`config.mk`:
```
export PLATFORM = sky130hd
export DESIGN_NAME = ex2_accumulator
export DESIGN_NICKNAME = d
export VERILOG_FILES = /design/src/rtl/ex2_accumulator.sv
export SDC_FILE = /design/constraint.sdc
export NUM_CORES = 1
export LEC_CHECK = 0
export CAP_MARGIN = 20
export CORE_ASPECT_RATIO = 1.2
export CORE_MARGIN = 2
export CORE_UTILIZATION = 49
export DETAILED_ROUTE_END_ITERATION = 6
export PLACE_DENSITY_LB_ADDON = 0.3
export SETUP_SLACK_MARGIN = 0.2
export SLEW_MARGIN = 20
export SYNTH_ARGS = -nofsm -noshare
export SYNTH_HDL_FRONTEND = slang
export SYNTH_SLANG_ARGS = --single-unit
```
`constraint.sdc`:
```
create_clock -name Clock -period 9.4 [get_ports Clock]
set_input_delay 2.82 -clock Clock [delete_from_list [all_inputs] [get_ports Clock]]
set_output_delay 2.82 -clock Clock [all_outputs]
set_load 0.005 [all_outputs]
```
`src/rtl/ex2_accumulator.sv`:
```
// ex2_accumulator: memory-stage HI/LO accumulator and result select.
// Holds the 64-bit HI/LO pair and applies MULT/MTHI/MTLO (and MADD/MSUB).
// Picks the stage result from ALUIn, HI, LO or MULIn[31:0], with its flags.
// Ports:
//   Clock, nReset          clock (rising) / async active-low reset
//   ALUC/ALUZ/ALUO/ALUN    flags from execute stage 1 (Z/N unused)
//   ACCEn                  accumulator write enable for this instruction
//   MULOp                  1: Func is SPECIAL2, 0: Func is SPECIAL
//   ALUIn[31:0]            ALU result / memory address
//   MULIn[63:0]            product, zero-extended Rs, or CLO/CLZ count
//   Func[5:0]              instruction funct field
//   Out[31:0], C/Z/O/N     stage result and flags
// Build option: define ACC_MADD_EN to enable MADD/MADDU/MSUB/MSUBU.

module ex2_accumulator (
   input  logic        Clock,
   input  logic        nReset,
   input  logic        ALUC,
   input  logic        ALUZ,
   input  logic        ALUO,
   input  logic        ALUN,
   input  logic        ACCEn,
   input  logic        MULOp,
   input  logic [31:0] ALUIn,
   input  logic [63:0] MULIn,
   input  logic [5:0]  Func,
   output logic [31:0] Out,
   output logic        C,
   output logic        Z,
   output logic        O,
   output logic        N
);

   localparam logic [5:0] F_MFHI  = 6'h10;
   localparam logic [5:0] F_MTHI  = 6'h11;
   localparam logic [5:0] F_MFLO  = 6'h12;
   localparam logic [5:0] F_MTLO  = 6'h13;
   localparam logic [5:0] F_MULT  = 6'h18;
   localparam logic [5:0] F_MULTU = 6'h19;
   localparam logic [5:0] F_MADD  = 6'h00;
   localparam logic [5:0] F_MADDU = 6'h01;
   localparam logic [5:0] F_MUL   = 6'h02;
   localparam logic [5:0] F_MSUB  = 6'h04;
   localparam logic [5:0] F_MSUBU = 6'h05;
   localparam logic [5:0] F_CLZ   = 6'h20;
   localparam logic [5:0] F_CLO   = 6'h21;

   logic [31:0] r_hi;
   logic [31:0] r_lo;

   logic        w_mfhi;
   logic        w_mflo;
   logic        w_mulsel;
   logic        w_alusel;
   logic        w_mult;
   logic        w_mthi;
   logic        w_mtlo;
   logic        w_madd;
   logic        w_msub;
   logic [63:0] w_acc;
   logic [63:0] w_acc_add;
   logic [63:0] w_acc_sub;
   logic [31:0] w_hi_nxt;
   logic [31:0] w_lo_nxt;
   logic        w_unused;

   // Z/N are recomputed from Out; the incoming ones are not needed.
   assign w_unused = ALUZ ^ ALUN;

   // Result-select decode
   assign w_mfhi   = !MULOp && (Func == F_MFHI);
   assign w_mflo   = !MULOp && (Func == F_MFLO);
   assign w_mulsel = MULOp &&
                     ((Func == F_MUL) ||
                      (Func == F_CLZ) ||
                      (Func == F_CLO));
   assign w_alusel = !(w_mfhi || w_mflo || w_mulsel);

   // Accumulator-write decode
   assign w_mult = !MULOp &&
                   ((Func == F_MULT) || (Func == F_MULTU));
   assign w_mthi = !MULOp && (Func == F_MTHI);
   assign w_mtlo = !MULOp && (Func == F_MTLO);

`ifdef ACC_MADD_EN
   assign w_madd = MULOp &&
                   ((Func == F_MADD) || (Func == F_MADDU));
   assign w_msub = MULOp &&
                   ((Func == F_MSUB) || (Func == F_MSUBU));
`else
   assign w_madd = 1'b0;
   assign w_msub = 1'b0;
`endif

   // Signedness is already folded into MULIn, so a plain
   // 64-bit wrap-around add/sub covers both variants.
   assign w_acc     = {r_hi, r_lo};
   assign w_acc_add = w_acc + MULIn;
   assign w_acc_sub = w_acc - MULIn;

   always_comb begin
      w_hi_nxt = r_hi;
      w_lo_nxt = r_lo;
      if (ACCEn) begin
         unique case (1'b1)
            w_mult: begin
               w_hi_nxt = MULIn[63:32];
               w_lo_nxt = MULIn[31:0];
            end
            w_mthi: w_hi_nxt = MULIn[31:0];
            w_mtlo: w_lo_nxt = MULIn[31:0];
            w_madd: begin
               w_hi_nxt = w_acc_add[63:32];
               w_lo_nxt = w_acc_add[31:0];
            end
            w_msub: begin
               w_hi_nxt = w_acc_sub[63:32];
               w_lo_nxt = w_acc_sub[31:0];
            end
            default: ;
         endcase
      end
   end

   always_ff @(posedge Clock or negedge nReset) begin
      if (!nReset) begin
         r_hi <= '0;
         r_lo <= '0;
      end else begin
         r_hi <= w_hi_nxt;
         r_lo <= w_lo_nxt;
      end
   end

   // Stage result: reads the pre-write HI/LO (no bypass).
   always_comb begin
      Out = ALUIn;
      unique case (1'b1)
         w_mfhi:   Out = r_hi;
         w_mflo:   Out = r_lo;
         w_mulsel: Out = MULIn[31:0];
         default:  Out = ALUIn;
      endcase
   end

   assign Z = (Out == 32'd0);
   assign N = Out[31];
   assign C = w_alusel & ALUC;
   assign O = w_alusel & ALUO;

endmodule

```
==> results of run 1 <==
how the worst min path moves through the flow:
stage                         start                   end  slack [ns]  cells after the start
2_1_floorplan   r_hi[0]$_DFFE_PN0P_   r_hi[0]$_DFFE_PN0P_        0.45                      2
3_3_place_gp    r_hi[9]$_DFFE_PN0P_   r_hi[9]$_DFFE_PN0P_        0.46                      2
3_5_place_dp   r_hi[24]$_DFFE_PN0P_  r_hi[24]$_DFFE_PN0P_        0.47                      2
4_1_cts        r_hi[24]$_DFFE_PN0P_  r_hi[24]$_DFFE_PN0P_        0.48                      2
5_1_grt        r_hi[25]$_DFFE_PN0P_  r_hi[25]$_DFFE_PN0P_        0.50                      2
6_report       r_hi[15]$_DFFE_PN0P_  r_hi[15]$_DFFE_PN0P_        0.48                      2
registers in the layout, indices dropped and copies added (netlist names):
signal / cells
r_hi: 32
r_lo: 32
layer usage:
layer | vias up | track usage [%] | part of all wire, %
li1 | 1820 | - | -
met1 | 1929 | 33.49 | 39
met2 | 187 | 49.13 | 52
met3 | 28 | 3.968 | 6.7
met4 | 0 | 14.29 | 2.1
met5 | - | 0 | 0
per-stage QoR:
| stage | util, % | instances | power [mW] | setup WS (ns) |
|---|---|---|---|---|
| 3_5_place_dp | 68.98 | 631 | 0.5359 | 0.7837 |
| 6_report | 71.84 | 647 | 0.7936 | 0.7553 |
| 3_3_place_gp | 68.98 | 631 | 0.5267 | 0.8254 |
| 5_1_grt | 71.84 | 647 | 0.8301 | 0.5287 |
| 2_1_floorplan | - | 419 | 0.4338 | 2.097 |
| 4_1_cts | 71.70 | 646 | 0.7965 | 0.7735 |
power groups by stage:
stage	registers (mW)	clock network [mW]	logic, mW
after floorplan	0.342	0	0.0918
after global placement	0.345	0	0.181
after detailed placement	0.350	0	0.186
after CTS	0.345	0.264	0.188
after global routing	0.350	0.276	0.204
final	0.346	0.260	0.188
layout make-up:
cell class | count | area, sq um
Clock buffer | 12 | 155.1
Clock inverter | 3 | 65.06
Fill cell | 612 | 2283
Inverter | 33 | 123.9
Multi-Input combinational cell | 282 | 2222
Sequential cell | 64 | 1602
Tap cell | 95 | 118.9
Timing Repair Buffer | 158 | 1538
cell usage after synthesis:
| cell type | n | area [sq um] |
|---|---|---|
| nor4b_2 | 1 | 15.01 |
| mux2i_1 | 32 | 320.3 |
| o21a_2 | 1 | 8.760 |
| o311ai_0 | 32 | 280.3 |
| dfrtp_1 | 64 | 1602 |
| mux2_2 | 64 | 720.7 |
| nor2_1 | 3 | 11.26 |
| o21ai_0 | 33 | 165.2 |
| nand3_1 | 35 | 175.2 |
| nor4b_4 | 1 | 23.77 |
| nor4_1 | 8 | 50.05 |
| and2_0 | 1 | 6.260 |
| buf_2 | 12 | 60.06 |
| nor2b_1 | 1 | 6.260 |
| o211ai_1 | 32 | 240.2 |
| buf_4 | 1 | 7.510 |
| clkbuf_1 | 21 | 78.83 |
| nor3b_2 | 1 | 12.51 |
| buf_1 | 6 | 22.52 |
| inv_1 | 33 | 123.9 |
| nor3b_1 | 2 | 15.01 |
| nand2_1 | 32 | 120.1 |
| nand4_1 | 2 | 12.51 |
| nand4b_1 | 1 | 8.760 |
logic make-up (layout without fill, tap and decap cells):
| kind of cell | count (synthesis) | in the layout |
|---|---|---|
| buffers and inverters | 73 | 206 |
| multiplexers | 96 | 96 |
| flip-flops | 64 | 64 |
| AND/OR/NAND/NOR | 88 | 88 |
| AO/OA/AOI/OAI | 98 | 98 |
==> flow_metrics.env, run 1 <==
export IMPL_rr_worst_depth=1
export IMPL_cts_sinks=64
export IMPL_final_cell_mix="clkdlybuf4s50_1, mux2_2, dfrtp_1"
export IMPL_synthDistinctLibCells=24
export IMPL_gp_congestion=0.8152
export IMPL_grt_pass1_wl_mm=20.36
export IMPL_clockPowerShare_pct=32.7
export IMPL_max_freq_ghz=0.1157
export IMPL_core_sq_um=8108
export IMPL_fin_crit_ns=8.645
export IMPL_syn_avg_cell_area_sq_um=9.753
export IMPL_holdCritPathClass="reg -> reg"
export IMPL_crit_buf_inv=3
export IMPL_critPathMaxStageDelay_ns=0.54
export IMPL_io_buffers=143
export IMPL_path_depth=9
export IMPL_synth_cells=419
export IMPL_final_common_cell="clkdlybuf4s50_1"
export IMPL_die_w_microns=87.37
export IMPL_crit_slowest_cell="o21a_2"
export IMPL_ys_ff_latch=64
export IMPL_vdd_drop_max_mv=0.08061
export IMPL_nets=658
export IMPL_tightest_slew_ns=0.9032
export IMPL_track_usage_pct=28.38
export IMPL_place_hpwl_mm=8.662
export IMPL_drv_cap=0
export IMPL_ios=146
export IMPL_drt_pass1_iter_count=4
export IMPL_cp_common_cell="clkdlybuf4s50_1"
export IMPL_p_int_mw=0.5972
export IMPL_mappedNetlistArea_sq_um=4086
export IMPL_drt_iter0_markers=245
export IMPL_start_util_pct=50.40
export IMPL_endpoint="Z"
export IMPL_place_area_sq_um=5593
export IMPL_critPathLaunchType="input port"
export IMPL_htreeDepth=3
export IMPL_syn_to_final_growth_pct=42.53
export IMPL_die_area_sq_um=9089
export IMPL_r2r_start="r_lo[7]$_DFFE_PN0P_"
export IMPL_cts_setup_buffers=0
export IMPL_ys_warn_count=0
export IMPL_cp_max_fo=25
export IMPL_reg2reg_to="r_lo[7]$_DFFE_PN0P_"
export IMPL_maxSlewHeadroom_pct=39.02
export IMPL_ys_seq_area_share_pct=39.19
export IMPL_drv_slew=0
export IMPL_stdcell_area_sq_um=5824
export IMPL_viasPerCell=6.127
export IMPL_finalSetupViolations=0
export IMPL_finalCritPeriodShare_pct=91.97
export IMPL_synth_compound_area_share_pct=16.99
export IMPL_drive_gt1_share_pct=18.66
export IMPL_cts_tree="yes"
export IMPL_crit_path_cell_trace="clkdlybuf4s50_1 -> nor4b_4 -> o21a_2 -> buf_4 -> o311ai_0 -> nor4_1 -> nand4_1 -> nor2_1 -> clkdlybuf4s50_1"
export IMPL_fin_skew_ns=0
export IMPL_ant_nets=0
export IMPL_leakage_nw=2.637
export IMPL_synth_xor_area_share_pct=0
export IMPL_antenna_found_initial=0
export IMPL_p_seq_share_pct=43.6
export IMPL_rsz0062_at_grt="false"
export IMPL_syn_nets=529
export IMPL_critical_path_class="in -> out"
export IMPL_first_global_vias=4227
export IMPL_routed_wl_mm=12.92
export IMPL_route_vias_total=3964
export IMPL_clock_path_buffers=2
export IMPL_postCtsHoldBufs=0
export IMPL_ctsResizeCount=0
export IMPL_power_frac_comb_pct=23.6
export IMPL_ff2ff_setup_slack_ns=8.62
export IMPL_hold_slack_ns=0.4834
export IMPL_synth_top_family_by_area="multiplexers"
export IMPL_cp_data_required_time_ns=6.58
export IMPL_grt_overflow_total=0
export IMPL_crit_family="buffers and inverters"
export IMPL_cp_startpoint="Func[2]"
export IMPL_clkLatencyLatePin_ns=0.33
export IMPL_root_buffer="clkbuf_8"
export IMPL_p_switching_mw=0.1964
export IMPL_setup_tns_ns=0
export IMPL_finalHoldViolations=0
export IMPL_insertedDiodeCount=0
export IMPL_synth_simple_area_share_pct=11.18
export IMPL_muxShareOfSynthArea_pct=25.47
export IMPL_drc=0
export IMPL_status="complete, no violations"
export IMPL_synth_adder_area_share_pct=0
export IMPL_critPathCaptureType="output port"
export IMPL_num_rows=36
export IMPL_die_y_microns=104.0
export IMPL_swShare_pct=24.74
export IMPL_avgRoutedWirePerCell_microns=19.97
export IMPL_numCtsBuffers=9
export IMPL_grt_max_degree=65
export IMPL_clkSlewWorstSetupHoldPaths_ns=0.06
export IMPL_power_density_nw_per_um2=136.2
export IMPL_arrival_ns=5.82
(Power assumes the default switching activity.)
==> run 2, diff against run 1 <==
CORE_UTILIZATION = 50   (was 49)
CTS_BUF_LIST = sky130_fd_sc_hd__clkbuf_8   (was default)
TNS_END_PERCENT = 100   (was default)
==> flow_metrics.env, run 2 (same netlist as run 1, synthesis figures left out) <==
export IMPL_drc=0
export IMPL_die_area_sq_um=8915
export IMPL_max_freq_ghz=0.1134
export IMPL_syn_to_final_growth_pct=41.55
export IMPL_htreeDepth=3
export IMPL_antenna_found_initial=0
export IMPL_avgRoutedWirePerCell_microns=19.41
export IMPL_critPathCaptureType="output port"
export IMPL_p_switching_mw=0.2041
export IMPL_p_seq_share_pct=43.6
export IMPL_routed_wl_mm=12.50
export IMPL_drv_slew=0
export IMPL_first_global_vias=4077
export IMPL_drt_iter0_markers=191
export IMPL_clkSlewWorstSetupHoldPaths_ns=0.06
export IMPL_critical_path_class="in -> out"
export IMPL_ant_nets=0
export IMPL_grt_max_degree=65
export IMPL_final_common_cell="clkdlybuf4s50_1"
export IMPL_postCtsHoldBufs=0
export IMPL_grt_overflow_total=0
export IMPL_holdCritPathClass="reg -> reg"
export IMPL_cp_max_fo=34
export IMPL_hold_depth=2
export IMPL_setup_tns_ns=0
export IMPL_cts_setup_buffers=0
export IMPL_track_usage_pct=28.42
export IMPL_finalHoldViolations=0
export IMPL_route_vias_total=3971
export IMPL_grt_pass1_wl_mm=19.86
export IMPL_finalCritPeriodShare_pct=93.80
export IMPL_ios=146
export IMPL_tightest_slew_ns=1.079
export IMPL_insertedDiodeCount=0
export IMPL_stdcell_area_sq_um=5784
export IMPL_p_int_mw=0.5877
export IMPL_power_density_nw_per_um2=136.9
export IMPL_fill_cells=604
export IMPL_root_buffer="clkbuf_8"
export IMPL_nets=654
export IMPL_rr_worst_depth=1
export IMPL_numCtsBuffers=9
export IMPL_viasPerCell=6.166
export IMPL_gp_congestion=0.8761
export IMPL_status="complete, no violations"
export IMPL_hold_slack_ns=0.4768
export IMPL_leakage_nw=2.624
export IMPL_num_rows=36
export IMPL_die_w_microns=86.53
export IMPL_critPathLaunchType="input port"
export IMPL_place_hpwl_mm=8.429
export IMPL_power_frac_comb_pct=23.6
export IMPL_clock_path_buffers=2
export IMPL_die_y_microns=103.0
export IMPL_io_buffers=143
export IMPL_cts_sinks=64
export IMPL_arrival_ns=6.00
export IMPL_final_cell_mix="clkdlybuf4s50_1, mux2_2, dfrtp_1, inv_1"
export IMPL_reg_top3="r_hi x32, r_lo x32"
export IMPL_swShare_pct=25.77
export IMPL_clockPowerShare_pct=32.9
export IMPL_vdd_drop_max_mv=0.07799
export IMPL_cts_tree="yes"
export IMPL_ctsResizeCount=0
export IMPL_rsz0062_at_grt="false"
export IMPL_fin_crit_ns=8.817
export IMPL_core_sq_um=8018
export IMPL_fin_skew_ns=0
export IMPL_drive_gt1_share_pct=17.85
export IMPL_drt_pass1_iter_count=5
export IMPL_place_area_sq_um=5570
export IMPL_finalSetupViolations=0
export IMPL_cp_data_required_time_ns=6.58
export IMPL_start_util_pct=50.97
export IMPL_clkLatencyLatePin_ns=0.33
export IMPL_maxSlewHeadroom_pct=27.17
export IMPL_drv_cap=0
run 2: changes by cell type in the layout (fill, tap and decap cells not counted), sizes merged:
cell / change
clkbuf: -2
buf: -4
inv: +3
run 2: power groups by stage:
stage | logic [mW] | clock network (mW) | registers (mW)
after floorplan | 0.0918 | 0 | 0.342
after global placement | 0.181 | 0 | 0.346
after detailed placement | 0.186 | 0 | 0.349
after CTS | 0.188 | 0.262 | 0.344
after global routing | 0.203 | 0.274 | 0.351
final | 0.187 | 0.260 | 0.345
run 2: per-stage QoR:
step | setup slack, ns | utilization, % | total power, mW | instances
after floorplan | 2.097 | - | 0.4338 | 419
after global placement | 0.7320 | 69.48 | 0.5267 | 628
after detailed placement | 0.6890 | 69.48 | 0.5356 | 628
after CTS | 0.6680 | 72.14 | 0.7945 | 644
after global routing | 0.4766 | 72.14 | 0.8279 | 644
final | 0.5827 | 72.14 | 0.7918 | 644
run 2: final timing paths:
check | startpoint | endpoint | slack (ns)
max | Func[2] | Z | 0.58
min | r_hi[31]$_DFFE_PN0P_ | r_hi[31]$_DFFE_PN0P_ | 0.48
max reg2reg | r_lo[15]$_DFFE_PN0P_ | r_lo[15]$_DFFE_PN0P_ | 8.63
min reg2reg | r_hi[31]$_DFFE_PN0P_ | r_hi[31]$_DFFE_PN0P_ | 0.48
max in group asynchronous | nReset | r_lo[26]$_DFFE_PN0P_ | 6.19
min in group asynchronous | nReset | r_lo[12]$_DFFE_PN0P_ | 2.65
run 2: metal layers:
metal  up-vias  share of wire, %  global-route usage (%)  wire (microns)
met5         -                 0                       0               0
met4         0               2.0                   9.736             251
met3        19               7.4                   6.165             924
met2       178                51                   48.88            6347
met1      1956                40                   35.40            4975
li1       1818                 -                       -               -
run 2: critical path, cell delays in order:
cell and delay [ns]:
clkdlybuf4s50_1 0.51, nor4b_4 0.32, o21a_2 0.61, o311ai_0 0.48
nor4_1 0.35, nand4_1 0.20, nor2_1 0.18, clkdlybuf4s50_1 0.52
run 2: final cells by class:
| class | instances | area (sq um) | share of cell area (%) |
|---|---|---|---|
| Multi-Input combinational cell | 282 | 2222 | 38.42 |
| Sequential cell | 64 | 1602 | 27.69 |
| Clock inverter | 6 | 76.32 | 1.319 |
| Clock buffer | 10 | 137.6 | 2.379 |
| Timing Repair Buffer | 154 | 1504 | 26.00 |
| Inverter | 33 | 123.9 | 2.141 |
| Tap cell | 95 | 118.9 | 2.055 |
